<file path="src/rtl/instr_fetch_unit.sv">
// Fetch stage: holds the PC, keeps one I-cache request in flight and fills the IF/ID register.
// Define FETCH_PERF_CNT_EN to add the fetched-instruction and wait-cycle counters.
module instr_fetch_unit #(
    parameter int unsigned XLEN     = 32,
    parameter logic [31:0] RESET_PC = 32'h0000_0000
) (
    input  logic            clk,
    input  logic            rst_n,
    output logic            o_ic_req,
    output logic [XLEN-1:0] o_ic_addr,
    input  logic            i_ic_gnt,
    input  logic            i_ic_rvalid,
    input  logic [31:0]     i_ic_rdata,
    input  logic            i_stall,
    input  logic            i_flush,
    input  logic            i_redirect,
    input  logic [XLEN-1:0] i_redirect_pc,
    output logic            o_ifid_valid,
    output logic [31:0]     o_ifid_instr,
    output logic [XLEN-1:0] o_ifid_pc,
`ifdef FETCH_PERF_CNT_EN
    output logic [31:0]     o_perf_fetched,
    output logic [31:0]     o_perf_wait_cyc,
`endif
    output logic [5:0]      o_ifid_op
);

    typedef enum logic [1:0] {StReq, StWait, StHold, StDrain} state_e;

    state_e          r_state, w_state_d;
    logic            r_run;
    logic [XLEN-1:0] r_pc, w_pc_d;
    logic            r_ifid_valid, w_ifid_valid_d;
    logic [31:0]     r_ifid_instr, w_ifid_instr_d;
    logic [XLEN-1:0] r_ifid_pc, w_ifid_pc_d;
    logic [31:0]     r_skid_instr, w_skid_instr_d;
    logic [XLEN-1:0] r_skid_pc, w_skid_pc_d;
    logic            w_load;
    logic [XLEN-1:0] w_redirect_tgt;
    logic [XLEN-1:0] w_pc_inc;

    assign w_redirect_tgt = {i_redirect_pc[XLEN-1:2], 2'b00};
    assign w_pc_inc       = r_pc + XLEN'(4);

    always_comb begin
        w_state_d      = r_state;
        w_pc_d         = r_pc;
        // Without a stall, decode consumes IF/ID every cycle, so it empties unless refilled.
        w_ifid_valid_d = i_stall ? r_ifid_valid : 1'b0;
        w_ifid_instr_d = r_ifid_instr;
        w_ifid_pc_d    = r_ifid_pc;
        w_skid_instr_d = r_skid_instr;
        w_skid_pc_d    = r_skid_pc;
        w_load         = 1'b0;

        unique case (r_state)
            StReq: begin
                if (i_redirect) begin
                    w_pc_d = w_redirect_tgt;
                    // A request granted alongside a redirect still returns data; drop it.
                    if (r_run && i_ic_gnt) w_state_d = StDrain;
                end else if (r_run && i_ic_gnt) begin
                    w_state_d = StWait;
                end
            end
            StWait: begin
                if (i_redirect) begin
                    w_pc_d    = w_redirect_tgt;
                    w_state_d = i_ic_rvalid ? StReq : StDrain;
                end else if (i_ic_rvalid) begin
                    w_pc_d = w_pc_inc;
                    if (i_stall) begin
                        w_skid_instr_d = i_ic_rdata;
                        w_skid_pc_d    = r_pc;
                        w_state_d      = StHold;
                    end else begin
                        w_load         = 1'b1;
                        w_ifid_instr_d = i_ic_rdata;
                        w_ifid_pc_d    = r_pc;
                        w_state_d      = StReq;
                    end
                end
            end
            StHold: begin
                if (i_redirect) begin
                    w_pc_d    = w_redirect_tgt;
                    w_state_d = StReq;
                end else if (!i_stall) begin
                    w_load         = 1'b1;
                    w_ifid_instr_d = r_skid_instr;
                    w_ifid_pc_d    = r_skid_pc;
                    w_state_d      = StReq;
                end
            end
            StDrain: begin
                if (i_redirect) w_pc_d = w_redirect_tgt;
                if (i_ic_rvalid) w_state_d = StReq;
            end
            default: w_state_d = StReq;
        endcase

        if (w_load) w_ifid_valid_d = 1'b1;
        if (i_redirect || i_flush) w_ifid_valid_d = 1'b0;
    end

    always_ff @(posedge clk or negedge rst_n) begin
        if (!rst_n) begin
            r_state      <= StReq;
            r_run        <= 1'b0;
            r_pc         <= RESET_PC[XLEN-1:0];
            r_ifid_valid <= 1'b0;
            r_ifid_instr <= '0;
            r_ifid_pc    <= '0;
            r_skid_instr <= '0;
            r_skid_pc    <= '0;
        end else begin
            r_state      <= w_state_d;
            r_run        <= 1'b1;
            r_pc         <= w_pc_d;
            r_ifid_valid <= w_ifid_valid_d;
            r_ifid_instr <= w_ifid_instr_d;
            r_ifid_pc    <= w_ifid_pc_d;
            r_skid_instr <= w_skid_instr_d;
            r_skid_pc    <= w_skid_pc_d;
        end
    end

    assign o_ic_req     = r_run && (r_state == StReq);
    assign o_ic_addr    = {r_pc[XLEN-1:2], 2'b00};
    assign o_ifid_valid = r_ifid_valid;
    assign o_ifid_instr = r_ifid_instr;
    assign o_ifid_pc    = r_ifid_pc;
    assign o_ifid_op    = r_ifid_instr[5:0];

`ifdef FETCH_PERF_CNT_EN
    logic [31:0] r_perf_fetched;
    logic [31:0] r_perf_wait_cyc;
    logic        w_fetched;

    assign w_fetched = w_load && !i_redirect && !i_flush;

    always_ff @(posedge clk or negedge rst_n) begin
        if (!rst_n) begin
            r_perf_fetched  <= '0;
            r_perf_wait_cyc <= '0;
        end else begin
            if (w_fetched && (r_perf_fetched != 32'hFFFF_FFFF)) begin
                r_perf_fetched <= r_perf_fetched + 32'd1;
            end
            if ((r_state == StWait) && (r_perf_wait_cyc != 32'hFFFF_FFFF)) begin
                r_perf_wait_cyc <= r_perf_wait_cyc + 32'd1;
            end
        end
    end

    assign o_perf_fetched  = r_perf_fetched;
    assign o_perf_wait_cyc = r_perf_wait_cyc;
`endif

endmodule

</file>
<file path="config.mk">
export PLATFORM = sky130hd
export DESIGN_NAME = instr_fetch_unit
export DESIGN_NICKNAME = d
export VERILOG_FILES = /design/src/rtl/instr_fetch_unit.sv
export SDC_FILE = /design/constraint.sdc
export NUM_CORES = 1
export LEC_CHECK = 0
export CELL_PAD_IN_SITES_DETAIL_PLACEMENT = 1
export CELL_PAD_IN_SITES_GLOBAL_PLACEMENT = 1
export CORE_MARGIN = 2
export CORE_UTILIZATION = 43
export CTS_BUF_LIST = sky130_fd_sc_hd__clkbuf_2 sky130_fd_sc_hd__clkbuf_4 sky130_fd_sc_hd__clkbuf_8
export DETAILED_ROUTE_END_ITERATION = 7
export PLACE_DENSITY = 0.86
export SLEW_MARGIN = 10
export SYNTH_ARGS = -nofsm -noshare
export SYNTH_HDL_FRONTEND = slang
export SYNTH_SLANG_ARGS = --single-unit
</file>
<file path="constraint.sdc">
create_clock -name clk -period 4.05 [get_ports clk]
set_input_delay 0.81 -clock clk [delete_from_list [all_inputs] [get_ports clk]]
set_output_delay 0.81 -clock clk [all_outputs]
set_load 0.03 [all_outputs]
</file>
-- Word-level counts from Yosys, hierarchy flattened
Index checks and enable logic that the tools add are counted.
- add/subtract/negate cells: 1
- eq/ne operators: 14
- multiplexer cells: 35
- bitwise operators: 1
- reductions and logical operators: 10
- operators by type and width (operator ; count):
    32-bit 2-to-1 mux ; 13
    32-bit one-hot mux with 2 select lines ; 3
    32-bit by 3-bit adder with 32-bit output (second input constant) ; 1
    2-bit 2-to-1 mux ; 10
    2-bit != test (second input constant) ; 7
    2-bit one-hot mux with 4 select lines ; 1
    4-bit AND reduction ; 2
    1-bit 2-to-1 mux ; 7
    3-bit != test (second input constant) ; 2
    6-bit AND reduction ; 1
    2-bit == test (second input constant) ; 2
    3-bit by 1-bit != test with 1-bit output (second input constant) ; 1
    3-bit OR reduction ; 1
    2-bit by 1-bit == test with 1-bit output (second input constant) ; 1
    1-bit logical AND ; 2
    2-bit zero test ; 1
    2-bit by 1-bit != test with 1-bit output (second input constant) ; 1
    1-bit one-hot mux with 2 select lines ; 1
    2-bit AND reduction ; 1
    2-bit nonzero test ; 1
    1-bit logical OR ; 1
    1-bit NOT ; 1
- bits in registers: 164
- bits of input ports: 71
- output and inout port bits: 104
- word-level logic and storage cells: 69

-- Depth between registers and ports, before layout
Gate-level depths: netlist (run 1).
- depth after elaboration: 6
- gate-level depth with buffers: 8
- depth with buffers taken out: 7

-- Worst setup path before layout (run 1)
OpenSTA, ideal clock, no wires.
- path type: input port to flip-flop
- start point: input port i_ic_rvalid
- end point: register r_ifid_instr[0], in the netlist o_ifid_instr[0]
- setup time: 0.083 ns
- data arrival time: 2.014 ns
- required time: 3.967 ns
- setup slack: 1.953 ns
- cell stages on the path: 6
- buffers on the path: 2
- cells stage by stage: and2_0 o21ai_1 clkbuf_1 clkbuf_1 nand2_1 o21ai_0
- word-level cells in the longest chain between the ends: 2
- ends and longest elaborated chain (item ; RTL line ; RTL):
    start, declared ; 12 ; input logic i_ic_rvalid,
    2-bit != test (no line) ; - ;
    6-bit AND reduction (no line) ; - ;
    end signal, assigned ; 121 ; r_ifid_instr <= w_ifid_instr_d;
    end, declared ; 34 ; logic [31:0] r_ifid_instr, w_ifid_instr_d;
No other way between the ends.
A chain may end at the register's enable or synchronous reset.

-- Final worst setup path (run 1)
- start point: input port i_redirect
- end point: register r_state[0]
- word-level cells in the longest chain between the ends: 2
- elaborated cells on any way between the ends: 7
- those cells by class: eq/ne (2); mux (4); reduce/logical (1)
- ends and longest elaborated chain (item ; RTL line ; RTL):
    start, declared ; 16 ; input logic i_redirect,
    3-bit != test (no line) (tied with other cells) ; - ;
    4-bit AND reduction (no line) / 2-bit one-hot mux with 4 select lines (equally long branches) ; - ;
    end signal, assigned ; 108 ; r_state <= StReq;
    end signal, assigned ; 117 ; r_state <= w_state_d;
    end, declared ; 30 ; state_e r_state, w_state_d;
Parallel ways exist; a longest one is shown, timed or not.

==> impl_metrics.toml, run 1 <==
[clock_network]
clk_latency_ns = 0.44
clkTransAtPathRegs_ns = 0.08
post_cts_resized = 0
cts.htree.levels = 4
cts_hold_buf = 0
cts_tree = "done"
cts_setup_buffers = 0
clockBufferDepth = 2
cts_root_buf = "clkbuf_8"
clock_sinks = 158
numCtsBuffers = 17

[synthesis]
synth.most_common_cell = "dfrtp_1"
netlist_instances = 639
synth_top_area_cell = "dfrtp_1"
synth_commonest_cells = "dfrtp_1 (158), nand2_1 (97), o21ai_0 (83), mux2i_1 (63), mux2_2 (62)"
synth.distinct_cells = 56
synth_top_area_share_pct = 54.8
synth-seq-cells = 158
synth_edf_count = 0
synthTopCellsByArea = "dfrtp_1 (55%), mux2_2 (9.7%), mux2i_1 (8.7%), o21ai_0 (5.8%), nand2_1 (5.0%)"
synth-async-reset-ratio_pct = 100
avgSynthCellArea_um2 = 11.3
yosysWarnings = 0
ys_seq_area_share_pct = 54.8
ys_dominant_reg_cell = "dfrtp_1"
synthesis.area_um2 = 7210

[drt]
wl_per_cell_um = 19.6
drt.antenna.violating_nets = 0
drc = 0
vias_per_cell = 5.37
drt_iter0_markers = 296
dr.pass1.iters = 6
drt_wl_total_um = 20000
vias = 5484

[floorplan]
die_x_um = 134
num_rows = 47
ios = 175
start_util_pct = 43.8
die_area_um2 = 17800
core_area_um2 = 16500
die_h_um = 134

[global_route]
grt_pass1_wl_um = 32300
use_met2_pct = 40.0
grt_max_degree = 105
grt_use_met1_pct = 29.1
gr-usage-all-layers_pct = 23.1
grtUsageMet3_pct = 4.76
grt_busiest_layer = "met2"
antenna_found_initial = 0
grt_pass1_vias = 5993
overflow = 0

[power_and_ir_drop]
netSwitchingFraction_pct = 39.0
leakage_nw = 3.98
switching_power_mw = 2.60
powerDensity_nw_per_um2 = 707
pwr-share-comb_pct = 43.2
internal_power_mw = 4.07
clkPwrFrac_pct = 17.6
p_total_mw = 6.67
ir_drop_mv = 0.310
p_seq_share_pct = 39.2

[final_layout]
final_nets = 867
multi_input_area_um2 = 3040
area_delta_synth_final_pct = 30.9
drive_gt1_share_pct = 14.5
num_antenna_cells = 0
fill_cells = 1747
stdcell_count = 1022
seq_area_um2 = 3950

[timing]
layout_setup_ws_ns = 0.961
timing.final.crit_share_pct = 76.3
fin_setup_tns_ns = 0
hold-worst-slack_ns = 0.472
setup_viol = 0
relSlewSlack_pct = 34.9
min_period_ns = 3.09
skew_ns = 0.0130
final-hold-violation-count = 0
tightest_slew_ns = 0.977
drv_slew = 0
max_freq_mhz = 324
rsz0062_at_grt = "false"

[job]
maxCapViolCount = 0

[placed_design]
dp_slack_ns = 0.622
place_hpwl_um = 14100
io_buffers = 168
place_inst = 991
routabilityCongestion = 0.794

[worst_setup_path]
path_cells = "clkdlybuf4s50_1 > buf_4 > clkinv_1 > a32oi_1 > o21ai_0 > a211oi_1 > a21oi_1"
rr_worst_depth = 6
slowest_delay_ns = 0.59
slowest_stage = "clkinv_1"
worst_setup_path_end_kind = "flop"
critPathMaxFanout = 48
crit_arrival_ns = 3.39
cp_num_buf_inv = 3
required_ns = 4.35
reg2reg_from = "r_state[1]"
critical-path-top-delay-family = "buffers and inverters"
r2r_end = "r_skid_instr[17]"
crit_type = "in -> reg"
rrSetupSlack_ns = 1.44
worstSetupStartpointType = "primary input"

[min_path]
hold_path_class = "in -> async"

[run_status]
outcome = "completed"
layer usage:
layer / up-vias / part of all wire [%]
li1: 2528 / -
met1: 2768 / 43
met4: 0 / 2.0
met3: 35 / 4.4
met2: 153 / 50
met5: - / 0
flip-flops by register name (all words and copies together) (netlist names):
signal and count:
r_run 1, r_pc 30, r_skid_pc 30, o_ifid_instr 32, r_state 2, r_skid_instr 32, o_ifid_pc 30, o_ifid_valid 1
worst reg2reg max path: cells and delay by family, from the launching register on:
| family | cells | cell delay, ns |
|---|---|---|
| adders and majority gates | 1 | 0.26 |
| buffers and inverters | 1 | 0.12 |
| DFF | 1 | 0.42 |
| muxes | 1 | 0.46 |
| and+or+nand+nor | 3 | 1.22 |
how the worst max path moves through the flow:
stage / from / end / slack (ns) / cells past startpoint
after CTS: i_redirect / r_state[0] / 1.07 / 7
after floorplan: i_ic_rvalid / o_ifid_instr[0] / 1.95 / 6
after detailed placement: i_redirect / r_state[0] / 0.62 / 7
final: i_redirect / r_state[0] / 0.96 / 7
after global placement: i_redirect / r_state[0] / 0.80 / 7
after global routing: i_redirect / r_state[0] / 0.85 / 7
cell usage in the layout, fill, tap and decap left out, types with 3 or more instances in the layout:
cell type	n
clkbuf_8	20
or3_1	3
clkinv_2	3
o21ai_0	83
inv_1	5
nor2_1	12
clkdlybuf4s50_1	167
mux2i_1	63
conb_1	5
xor2_1	13
nor3_1	7
dfrtp_1	158
a21oi_1	6
nand4_1	8
ha_1	5
nand3_1	17
clkinvlp_4	4
mux2_2	62
buf_4	7
xnor2_1	3
a311oi_1	4
nand2_1	96
and2_1	4
power by group through the flow:
stage	logic (mW)	registers (mW)	clock network, mW
after floorplan	1.19	3.15	0
after global placement	2.76	2.56	0
after detailed placement	2.90	2.65	0
after CTS	2.91	2.62	1.20
after global routing	3.07	2.68	1.27
final	2.89	2.62	1.17
cells by family (layout without fill, tap and decap cells):
| family | count (synthesis) | count (layout) | share of synthesized area (%) |
|---|---|---|---|
| and+or+nand+nor | 169 | 169 | 11.4 |
| DFF | 158 | 158 | 54.8 |
| muxes | 125 | 125 | 18.4 |
| AOI/OAI and AO/OA | 110 | 110 | 8.60 |
| buffers and inverters | 53 | 213 | 3.66 |
| xor gates and xnor gates | 16 | 16 | 1.94 |
| adders and majority gates | 6 | 6 | 1.04 |
| other | 2 | 5 | 0.104 |
layout make-up:
type / count / share of cell area, %
clock buffer: 21 / 2.99
multi-input combinational: 431 / 32.2
timing repair buffer: 176 / 18.6
tap: 220 / 2.92
sequential: 158 / 41.9
inverter: 6 / 0.239
clock inverter: 10 / 1.21
metrics by stage:
stage | area, um^2 | util [%]
floorplan | 7230 | -
global placement | 9050 | 54.9
detailed placement | 9050 | 54.9
CTS | 9440 | 57.3
global route | 9440 | 57.3
finish | 9440 | 57.3
Power figures use the tool's default switching activity.
==> run 2: changes to the inputs <==
Settings changed: CORE_UTILIZATION 43 to 36, PLACE_DENSITY 0.86 to 0.76.
Clock period 4.05 ns to 2.8 ns, I/O delays scaled along.
==> run 2 against run 1 <==
Net effect:
- worst hold slack lost 0.41 ns
- clock power grew 66%
- utilization shrank 8.0 points
- cell count grew 5.4%
- clock-buffer cell count shrank 4
- final area grew 2.5%
- clock skew is essentially flat
- global-route usage shrank 3.6 points
- first-iteration DRC count shrank 8.1%
==> impl_metrics.toml, run 2 (same netlist as run 1, synthesis figures left out) <==
[clock_network]
post_cts_resized = 0
clock_sinks = 158
clockBufferDepth = 2
clk_latency_ns = 0.46
cts_root_buf = "clkbuf_8"
cts_setup_buffers = 0
cts_tree = "done"
cts.htree.levels = 4
clkTransAtPathRegs_ns = 0.09
cts_hold_buf = 0
numCtsBuffers = 17

[timing]
rsz0062_at_grt = "false"
relSlewSlack_pct = 59.9
tightest_slew_ns = 0.601
max_freq_mhz = 378
skew_ns = 0.0133
setup_viol = 0
layout_setup_ws_ns = 0.153
fin_setup_tns_ns = 0
timing.final.crit_share_pct = 94.5
final-hold-violation-count = 0
drv_slew = 0
min_period_ns = 2.65

[floorplan]
die_h_um = 146
ios = 175
num_rows = 51
die_x_um = 146
core_area_um2 = 19600
start_util_pct = 36.8
die_area_um2 = 21200

[placed_design]
place_hpwl_um = 14200
io_buffers = 168
routabilityCongestion = 0.849
place_inst = 1045
dp_slack_ns = 0.202
dpl_cell_area_um2 = 9220

[global_route]
gr-usage-all-layers_pct = 19.4
grt_pass1_vias = 6230
grt_pass1_wl_um = 32900
overflow = 0
antenna_found_initial = 0
grt_max_degree = 125

[power_and_ir_drop]
leakage_nw = 4.08
powerDensity_nw_per_um2 = 1020
ir_drop_mv = 0.340
p_total_mw = 9.85

[worst_setup_path]
worst_setup_path_end_kind = "primary output"
crit_type = "reg -> out"
critPathMaxFanout = 4
worstSetupStartpointType = "flop"
crit_arrival_ns = 2.09
rrSetupSlack_ns = 0.38
required_ns = 2.24

[drt]
drt_iter0_markers = 272
wl_per_cell_um = 18.5
vias = 5502
drc = 0
drt_wl_total_um = 19900
vias_per_cell = 5.11
drt.antenna.violating_nets = 0
dr.pass1.iters = 4

[job]
maxCapViolCount = 0

[final_layout]
final_cell_mix = "clkdlybuf4s50_1 (167), dfrtp_1 (158), nand2_1 (96)"
final_nets = 876
num_antenna_cells = 0
stdcell_count = 1077
area_delta_synth_final_pct = 34.1
layout_commonest_cell = "clkdlybuf4s50_1"
drive_gt1_share_pct = 15.5
final_area_um2 = 9680

[run_status]
outcome = "completed"

[min_path]
hold_path_class = "in -> async"
## run 2: changes by cell type in the layout (fill, tap and decap cells not counted), moves of 3 or more
| cell | previous run | this run |
|---|---|---|
| inv_6 | 0 | 6 |
| buf_4 | 7 | 12 |
| buf_12 | 1 | 5 |
| clkbuf_8 | 20 | 17 |
| clkinv_2 | 3 | 0 |
| clkinvlp_4 | 4 | 1 |
| inv_8 | 0 | 3 |
## run 2: path summary, 6_finish.rpt
check                                 start               end  depth (start not counted)
setup / recovery                 r_state[0]          o_ic_req                          4
hold / removal                        rst_n  o_ifid_instr[22]                          1
setup reg to reg                 r_state[1]          r_pc[22]                          7
hold reg to reg            o_ifid_instr[22]  o_ifid_instr[22]                          2
max in group asynchronous             rst_n  r_skid_instr[31]                          2
min in group clk           o_ifid_instr[22]  o_ifid_instr[22]                          2
## run 2: per-layer routing
| metal | track usage (%) | wire [um] |
|---|---|---|
| met5 | 0 | 0 |
| met4 | 5.88 | 388 |
| met3 | 4.58 | 835 |
| met2 | 33.0 | 9830 |
| met1 | 24.8 | 8880 |
## run 2: area by class of cell
class                      instances  area, um^2
fill                            2121        9910
tap                              265         332
multi-input combinational        431        3040
timing repair buffer             185        1870
inverter                           6        22.5
sequential                       158        3950
clock inverter                    15         223
clock buffer                      17         234
## run 2: report_power, final
| group | internal, mW | total (mW) | switching (mW) |
|---|---|---|---|
| logic | 1.85 | 4.16 | 2.30 |
| clock network | 1.01 | 1.94 | 0.936 |
| registers | 3.18 | 3.74 | 0.561 |
| total | 6.05 | 9.85 | 3.80 |
## run 2: per-stage QoR
| stage | hold WS [ns] | util [%] |
|---|---|---|
| floorplan | 0.264 | - |
| finish | 0.0650 | 49.4 |
| global route | 0.0789 | 49.4 |
| CTS | 0.0808 | 49.4 |
| detailed placement | 0.471 | 47.1 |
| global placement | 0.463 | 47.1 |
## run 2: critical path, cell delays in order (launching register included)
cell             delay [ns]
dfrtp_1                0.42
inv_1                  0.19
ha_1                   0.21
and2_1                 0.14
clkdlybuf4s50_1        0.67
